### src/rtl/serial_adder_ctrl_if.sv
`default_nettype none
// ============================================================================
// Module      : serial_adder_ctrl_if
// Description : Request/result bundle for the bit-serial adder controller.
//               The master issues start/a/b (and sub when built with
//               SERIAL_ADDER_SUB_EN); the slave returns busy/done/sum/carry_out.
// Revision    : 1.0 - initial release
// ============================================================================
interface serial_adder_ctrl_if #(
  parameter int WIDTH = 8
);
  logic             start;
  logic [WIDTH-1:0] a;
  logic [WIDTH-1:0] b;
`ifdef SERIAL_ADDER_SUB_EN
  logic             sub;
`endif
  logic             busy;
  logic             done;
  logic [WIDTH-1:0] sum;
  logic             carry_out;

`ifdef SERIAL_ADDER_SUB_EN
  modport master (output start, a, b, sub, input busy, done, sum, carry_out);
  modport slave  (input start, a, b, sub, output busy, done, sum, carry_out);
`else
  modport master (output start, a, b, input busy, done, sum, carry_out);
  modport slave  (input start, a, b, output busy, done, sum, carry_out);
`endif
endinterface
`default_nettype wire

### src/rtl/serial_adder_ctrl.sv
`default_nettype none
// ============================================================================
// Module      : serial_adder_ctrl
// Description : Bit-serial adder. One full-adder cell (two half adders plus
//               an OR of their carries) is stepped over WIDTH cycles, LSB
//               first, with a carry flip-flop chaining the bits. Result and
//               final carry are registered out on entry to DONE and held
//               until the next result.
//               Optional macro SERIAL_ADDER_SUB_EN adds a 'sub' request bit
//               that computes a-b (B inverted, carry-in forced to 1).
// Revision    : 1.0 - initial release
// ============================================================================
module serial_adder_ctrl #(
  parameter int WIDTH = 8
) (
  input  logic                 clk,
  input  logic                 rst_n,
  serial_adder_ctrl_if.slave   bus
);

  localparam int              CW       = $clog2(WIDTH);
  localparam logic [CW-1:0]   LAST_BIT = CW'(WIDTH - 1);

  localparam logic [1:0] S_IDLE = 2'd0;
  localparam logic [1:0] S_RUN  = 2'd1;
  localparam logic [1:0] S_DONE = 2'd2;

  // Half-adder primitive: returns {carry, sum}
  function automatic logic [1:0] half_add(input logic x, input logic y);
    return {x & y, x ^ y};
  endfunction

  logic [1:0]       state_q, state_d;
  logic [WIDTH-1:0] opa_q, opa_d;
  logic [WIDTH-1:0] opb_q, opb_d;
  // Holds the WIDTH-1 most recently produced sum bits, newest at the MSB;
  // the final bit is merged in combinationally when the result is captured.
  logic [WIDTH-2:0] res_q, res_d;
  logic             carry_q, carry_d;
  logic [CW-1:0]    cnt_q, cnt_d;
  logic [WIDTH-1:0] sum_q, sum_d;
  logic             cout_q, cout_d;

  logic [1:0]       w_ha0, w_ha1;
  logic             w_cell_sum;
  logic             w_cell_carry;
  logic [WIDTH-1:0] w_res_shift;
  logic             w_sub;

`ifdef SERIAL_ADDER_SUB_EN
  assign w_sub = bus.sub;
`else
  assign w_sub = 1'b0;
`endif

  // Full-adder cell built from two half adders; carries combine with OR
  assign w_ha0        = half_add(opa_q[0], opb_q[0]);
  assign w_ha1        = half_add(w_ha0[0], carry_q);
  assign w_cell_sum   = w_ha1[0];
  assign w_cell_carry = w_ha0[1] | w_ha1[1];
  assign w_res_shift  = {w_cell_sum, res_q};

  // Next-state and datapath sequencing for IDLE/RUN/DONE
  always_comb begin
    state_d = state_q;
    opa_d   = opa_q;
    opb_d   = opb_q;
    res_d   = res_q;
    carry_d = carry_q;
    cnt_d   = cnt_q;
    sum_d   = sum_q;
    cout_d  = cout_q;
    case (state_q)
      S_IDLE: begin
        if (bus.start) begin
          state_d = S_RUN;
          opa_d   = bus.a;
          // Subtraction is a + ~b + 1: invert B and seed the carry with 1
          opb_d   = bus.b ^ {WIDTH{w_sub}};
          carry_d = w_sub;
          cnt_d   = '0;
        end
      end
      S_RUN: begin
        opa_d   = {1'b0, opa_q[WIDTH-1:1]};
        opb_d   = {1'b0, opb_q[WIDTH-1:1]};
        res_d   = w_res_shift[WIDTH-1:1];
        carry_d = w_cell_carry;
        cnt_d   = cnt_q + 1'b1;
        if (cnt_q == LAST_BIT) begin
          state_d = S_DONE;
          sum_d   = w_res_shift;
          cout_d  = w_cell_carry;
        end
      end
      S_DONE: begin
        state_d = S_IDLE;
      end
      default: begin
        state_d = S_IDLE;
      end
    endcase
  end

  // State and datapath registers, asynchronously cleared
  always_ff @(posedge clk or negedge rst_n) begin
    if (!rst_n) begin
      state_q <= S_IDLE;
      opa_q   <= '0;
      opb_q   <= '0;
      res_q   <= '0;
      carry_q <= 1'b0;
      cnt_q   <= '0;
      sum_q   <= '0;
      cout_q  <= 1'b0;
    end else begin
      state_q <= state_d;
      opa_q   <= opa_d;
      opb_q   <= opb_d;
      res_q   <= res_d;
      carry_q <= carry_d;
      cnt_q   <= cnt_d;
      sum_q   <= sum_d;
      cout_q  <= cout_d;
    end
  end

  assign bus.busy      = (state_q == S_RUN) || (state_q == S_DONE);
  assign bus.done      = (state_q == S_DONE);
  assign bus.sum       = sum_q;
  assign bus.carry_out = cout_q;

endmodule
`default_nettype wire

### src/flat_wrapper.sv
// flat-port wrapper written by rule: the top's interface ports become plain ports
module serial_adder_ctrl_flat 
#(
  parameter int WIDTH = 8
)
  (clk, rst_n, bus_start, bus_a, bus_b, bus_busy, bus_done, bus_sum, bus_carry_out);
  serial_adder_ctrl_if #(.WIDTH(WIDTH)) bus_i ();
  input  logic clk;
  input  logic rst_n;
  input wire logic [$bits(bus_i.start)-1:0] bus_start;
  input wire logic [$bits(bus_i.a)-1:0] bus_a;
  input wire logic [$bits(bus_i.b)-1:0] bus_b;
  output wire logic [$bits(bus_i.busy)-1:0] bus_busy;
  output wire logic [$bits(bus_i.done)-1:0] bus_done;
  output wire logic [$bits(bus_i.sum)-1:0] bus_sum;
  output wire logic [$bits(bus_i.carry_out)-1:0] bus_carry_out;
  assign bus_i.start = bus_start;
  assign bus_i.a = bus_a;
  assign bus_i.b = bus_b;
  assign bus_busy = bus_i.busy;
  assign bus_done = bus_i.done;
  assign bus_sum = bus_i.sum;
  assign bus_carry_out = bus_i.carry_out;
  serial_adder_ctrl #(.WIDTH(WIDTH)) u_core (.clk(clk), .rst_n(rst_n), .bus(bus_i));
endmodule
### config.mk
export PLATFORM = sky130hd
export DESIGN_NAME = serial_adder_ctrl_flat
export DESIGN_NICKNAME = d
export VERILOG_FILES = /design/src/rtl/serial_adder_ctrl_if.sv /design/src/rtl/serial_adder_ctrl.sv /design/src/flat_wrapper.sv
export SDC_FILE = /design/constraint.sdc
export NUM_CORES = 1
export LEC_CHECK = 0
export CAP_MARGIN = 10
export CORE_ASPECT_RATIO = 0.9
export CORE_MARGIN = 2
export CORE_UTILIZATION = 40
export CTS_BUF_LIST = sky130_fd_sc_hd__clkbuf_4
export CTS_CLUSTER_DIAMETER = 60
export DETAILED_ROUTE_END_ITERATION = 8
export PLACE_DENSITY = 0.72
export SKIP_CTS_REPAIR_TIMING = 1
export SYNTH_ARGS = -nofsm -noshare
export SYNTH_HDL_FRONTEND = slang
export SYNTH_SLANG_ARGS = --single-unit
### constraint.sdc
create_clock -name clk -period 2.35 [get_ports clk]
set_clock_uncertainty 0.2 [all_clocks]
set_input_delay 0.47 -clock clk [delete_from_list [all_inputs] [get_ports clk]]
set_output_delay 0.47 -clock clk [all_outputs]
set_load 0.02 [all_outputs]
==> summary.txt <==
Die
  – Die width: about 74 um
  – Starting Density: 42.5%
  – Die area: slightly below 5000 um^2
  – Ports: 30
  – DIE HEIGHT: 67.0 um
  – Std-Cell Rows: 22
  – Area of the core: between 4000 and 5000 um^2

Clock network
  – Clock sinks: 38
  – TritonCTS Buffers: 5
  – Root buf cell: clkbuf_4
  – CTS tree: yes
  – CTS H-tree depth: 2
  – Clk_lat worst skew: 0.35 ns
  – Max clock buf depth: 2
  – Clock-pin slew on the worst setup and hold paths: around 0.12 ns

Yosys
  – Post-Synth XOR/XNOR Area: 0%
  – Post-Syn Area per Cell: ~12 um^2
  – Mux share of post-synthesis cell area: about 11%
  – Cell area after synthesis: ~1800 um^2
  – Yosys reg bits: 38
  – Synth warn: 0
  – Seq/Total Area, Yosys: 53.9%
  – Post-synth cell types: 28
  – Mapped Nets: 178
  – Synth Area in Simple Gates: 12.3%
  – Largest family of logic cells by synthesized area: compound AO/OA/AOI/OAI gates
  – Post-synthesis compound-gate area fraction: between 10% and 20%
  – Cells after Synth: approximately 150
  – Post-Synth Adder-Cell Area: 4.68%

Power
  – PwrDens: around 1200 nW/um^2
  – LEAKAGE: 0.940 nW
  – Maximum VDD drop: 0.564 mV

Final layout
  – Area grow syn2layout: 23.0%
  – Layout cells sized above 1: about a fifth
  – Fin nets: 210
  – Diode count: 0

Drt
  – Vias: roughly 1300
  – Antenna viol nets, final: 0
  – First drt pass iteration count: 4
  – Total Wirelength: roughly 3.5 mm
  – # DRC: 0
  – Via density: between 5 and 6
  – WL per Instance: 14.2 um
  – Starting DRT DRC Count: 80

GRT
  – All-Layer GR Usage: 16.7%
  – Largest net degree at the start of global routing: 39
  – Initial antenna violation count: 0
  – GRT overflow: 0
  – First-pass GRT wire length: approximately 6.1 mm
  – Vias in the first global route: around 1400

Place
  – Dpl ws: 0.209 ns
  – Port Buf Inserts: 29
  – DP Wirelength: about 2.5 mm
  – RD Place Congestion: 0.828

Flow run
  – Max Cap Viol: 0

Outcome
  – Outcome: finished clean

Hold path
  – Hold WC Path Type: reg -> reg

Worst setup path
  – Critical Path Sink: bus_done
  – Reg-to-reg critical path endpoint: u_core.opa_q[3]
  – CP Capture Type: output pin
  – Worst Reg-to-Reg Cells: 6
  – Critical Path Fanout Max: 3
  – Worst setup SP type: register
  – Critical Path RT: approximately 1.7 ns
  – Setup CP Type: reg -> out
  – Worst Setup SP: u_core.state_q[0]
  – WP data arrival: between 1.5 and 2 ns
  – RR Startpoint: u_core.state_q[0]
  – R2r setup slk: ~0.5 ns

STA
  – Fin. Hold Viols: 0
  – Worst setup margin: 0.0879 ns
  – Worst slew pin tran: 0.470 ns
  – RSZ-0062 raised after global routing: no
  – Minimum hold slack: approximately 0.32 ns
  – Slew Viols, Final: 0
  – FMAX: ~440 MHz
  – Setup TNS: 0 ns
  – Final worst-path cycle share: roughly 96%
  – Period minus WS final: about 2.3 ns
  – Setup Viol. Count Final: 0
  – Slew headroom: about 69%
registers in the layout, summed over array words and instances, names as in the netlist:
signal                cells
u_core.opb_q              8
u_core.cnt_q              3
u_core.opa_q              8
u_core.bus.carry_out      1
u_core.carry_q            1
u_core.bus.sum            8
u_core.state_q            2
u_core.res_q              7
power by group:
part,internal (mW),switching [mW],leakage [nW]
clock,0.111,0.222,0.0286
combinational,0.575,0.627,0.437
sequential,0.933,0.196,0.474
area by class of cell:
cell class / count / area [um^2]
fill: 373 / 1980
sequential: 38 / 951
multi-input combinational: 101 / 739
timing repair buffer: 35 / 338
tap: 60 / 75.1
clock buffer: 5 / 37.5
clock inverter: 3 / 16.3
inverter: 4 / 15.0
routing by layer:
| metal | track usage (%) | routed length, um |
|---|---|---|
| met5 | 0 | 0 |
| met4 | 7.73 | 75 |
| met3 | 5.14 | 209 |
| met2 | 26.5 | 1590 |
| met1 | 20.8 | 1620 |
cell usage after synthesis, drive strengths merged:
library cell   n  share of area (%)
and2b          1               0.43
nand2         10                2.3
buf           10                3.4
o21ai          3               0.85
a211oi         8                4.0
a22o           3                1.5
a32oi          6                3.0
nor3           8                2.8
dfrtp         38                 54
a22oi          2               0.85
and2           1               0.35
ha             5                3.5
o22ai          8                2.8
nand2b         2               0.71
a21oi          4                1.1
mux2          17                 11
fa             1                1.1
inv            4               0.85
nand3         12                3.4
nor2          10                2.3
critical path, cell delays in order (launching register included):
cell	delay (ns)
dfrtp_1	0.41
inv_1	0.09
ha_1	0.15
clkdlybuf4s50_1	0.60
kinds of logic after synthesis:
| kind of cell | count (synthesis) |
|---|---|
| and+or+nand+nor | 44 |
| DFF | 38 |
| muxes | 17 |
| AOI/OAI and AO/OA | 34 |
| adders and majority gates | 6 |
| buffers and inverters | 14 |
metrics by stage:
step	total power, mW	utilization (%)	cells	cell area, um^2
detailed placement	2.36	50.9	238	2120
finish	2.67	52.3	246	2170
floorplan	1.99	-	153	1770
global placement	2.29	50.9	238	2120
global route	2.89	52.3	246	2170
CTS	2.69	52.2	246	2170
worst min path at each step:
stage | start | end | slack, ns | cells past startpoint
floorplan | rst_n | u_core.bus.carry_out | -0.03 | 0
global placement | u_core.res_q[0] | u_core.bus.sum[0] | 0.28 | 1
detailed placement | u_core.bus.sum[0] | u_core.bus.sum[0] | 0.29 | 1
CTS | u_core.res_q[0] | u_core.bus.sum[0] | 0.32 | 1
global route | u_core.bus.sum[4] | u_core.bus.sum[4] | 0.34 | 1
finish | u_core.res_q[0] | u_core.bus.sum[0] | 0.32 | 1
placed cells by master (no fill, tap or decap):
cell and n:
nand3_1 12, o22ai_1 8, mux2_2 17, nor2_1 9, inv_1 4, nor2_2 1
nor3_2 2, nand2b_1 2, dfrtp_1 38, o21ai_0 1, dlymetal6s2s_1 1, nor3_1 6
ha_1 5, and2b_1 1, buf_4 6, clkdlybuf4s50_1 28, and2_1 1, clkinv_2 1
a22o_1 3, a21oi_1 4, nand2_2 1, a211oi_2 2, fa_1 1, nand2_1 9
clkbuf_4 5, a211oi_1 6, clkinvlp_4 1, a22oi_1 2, o21ai_1 2, a32oi_1 6
clkinv_1 1
Power figures use the tool's default switching activity.
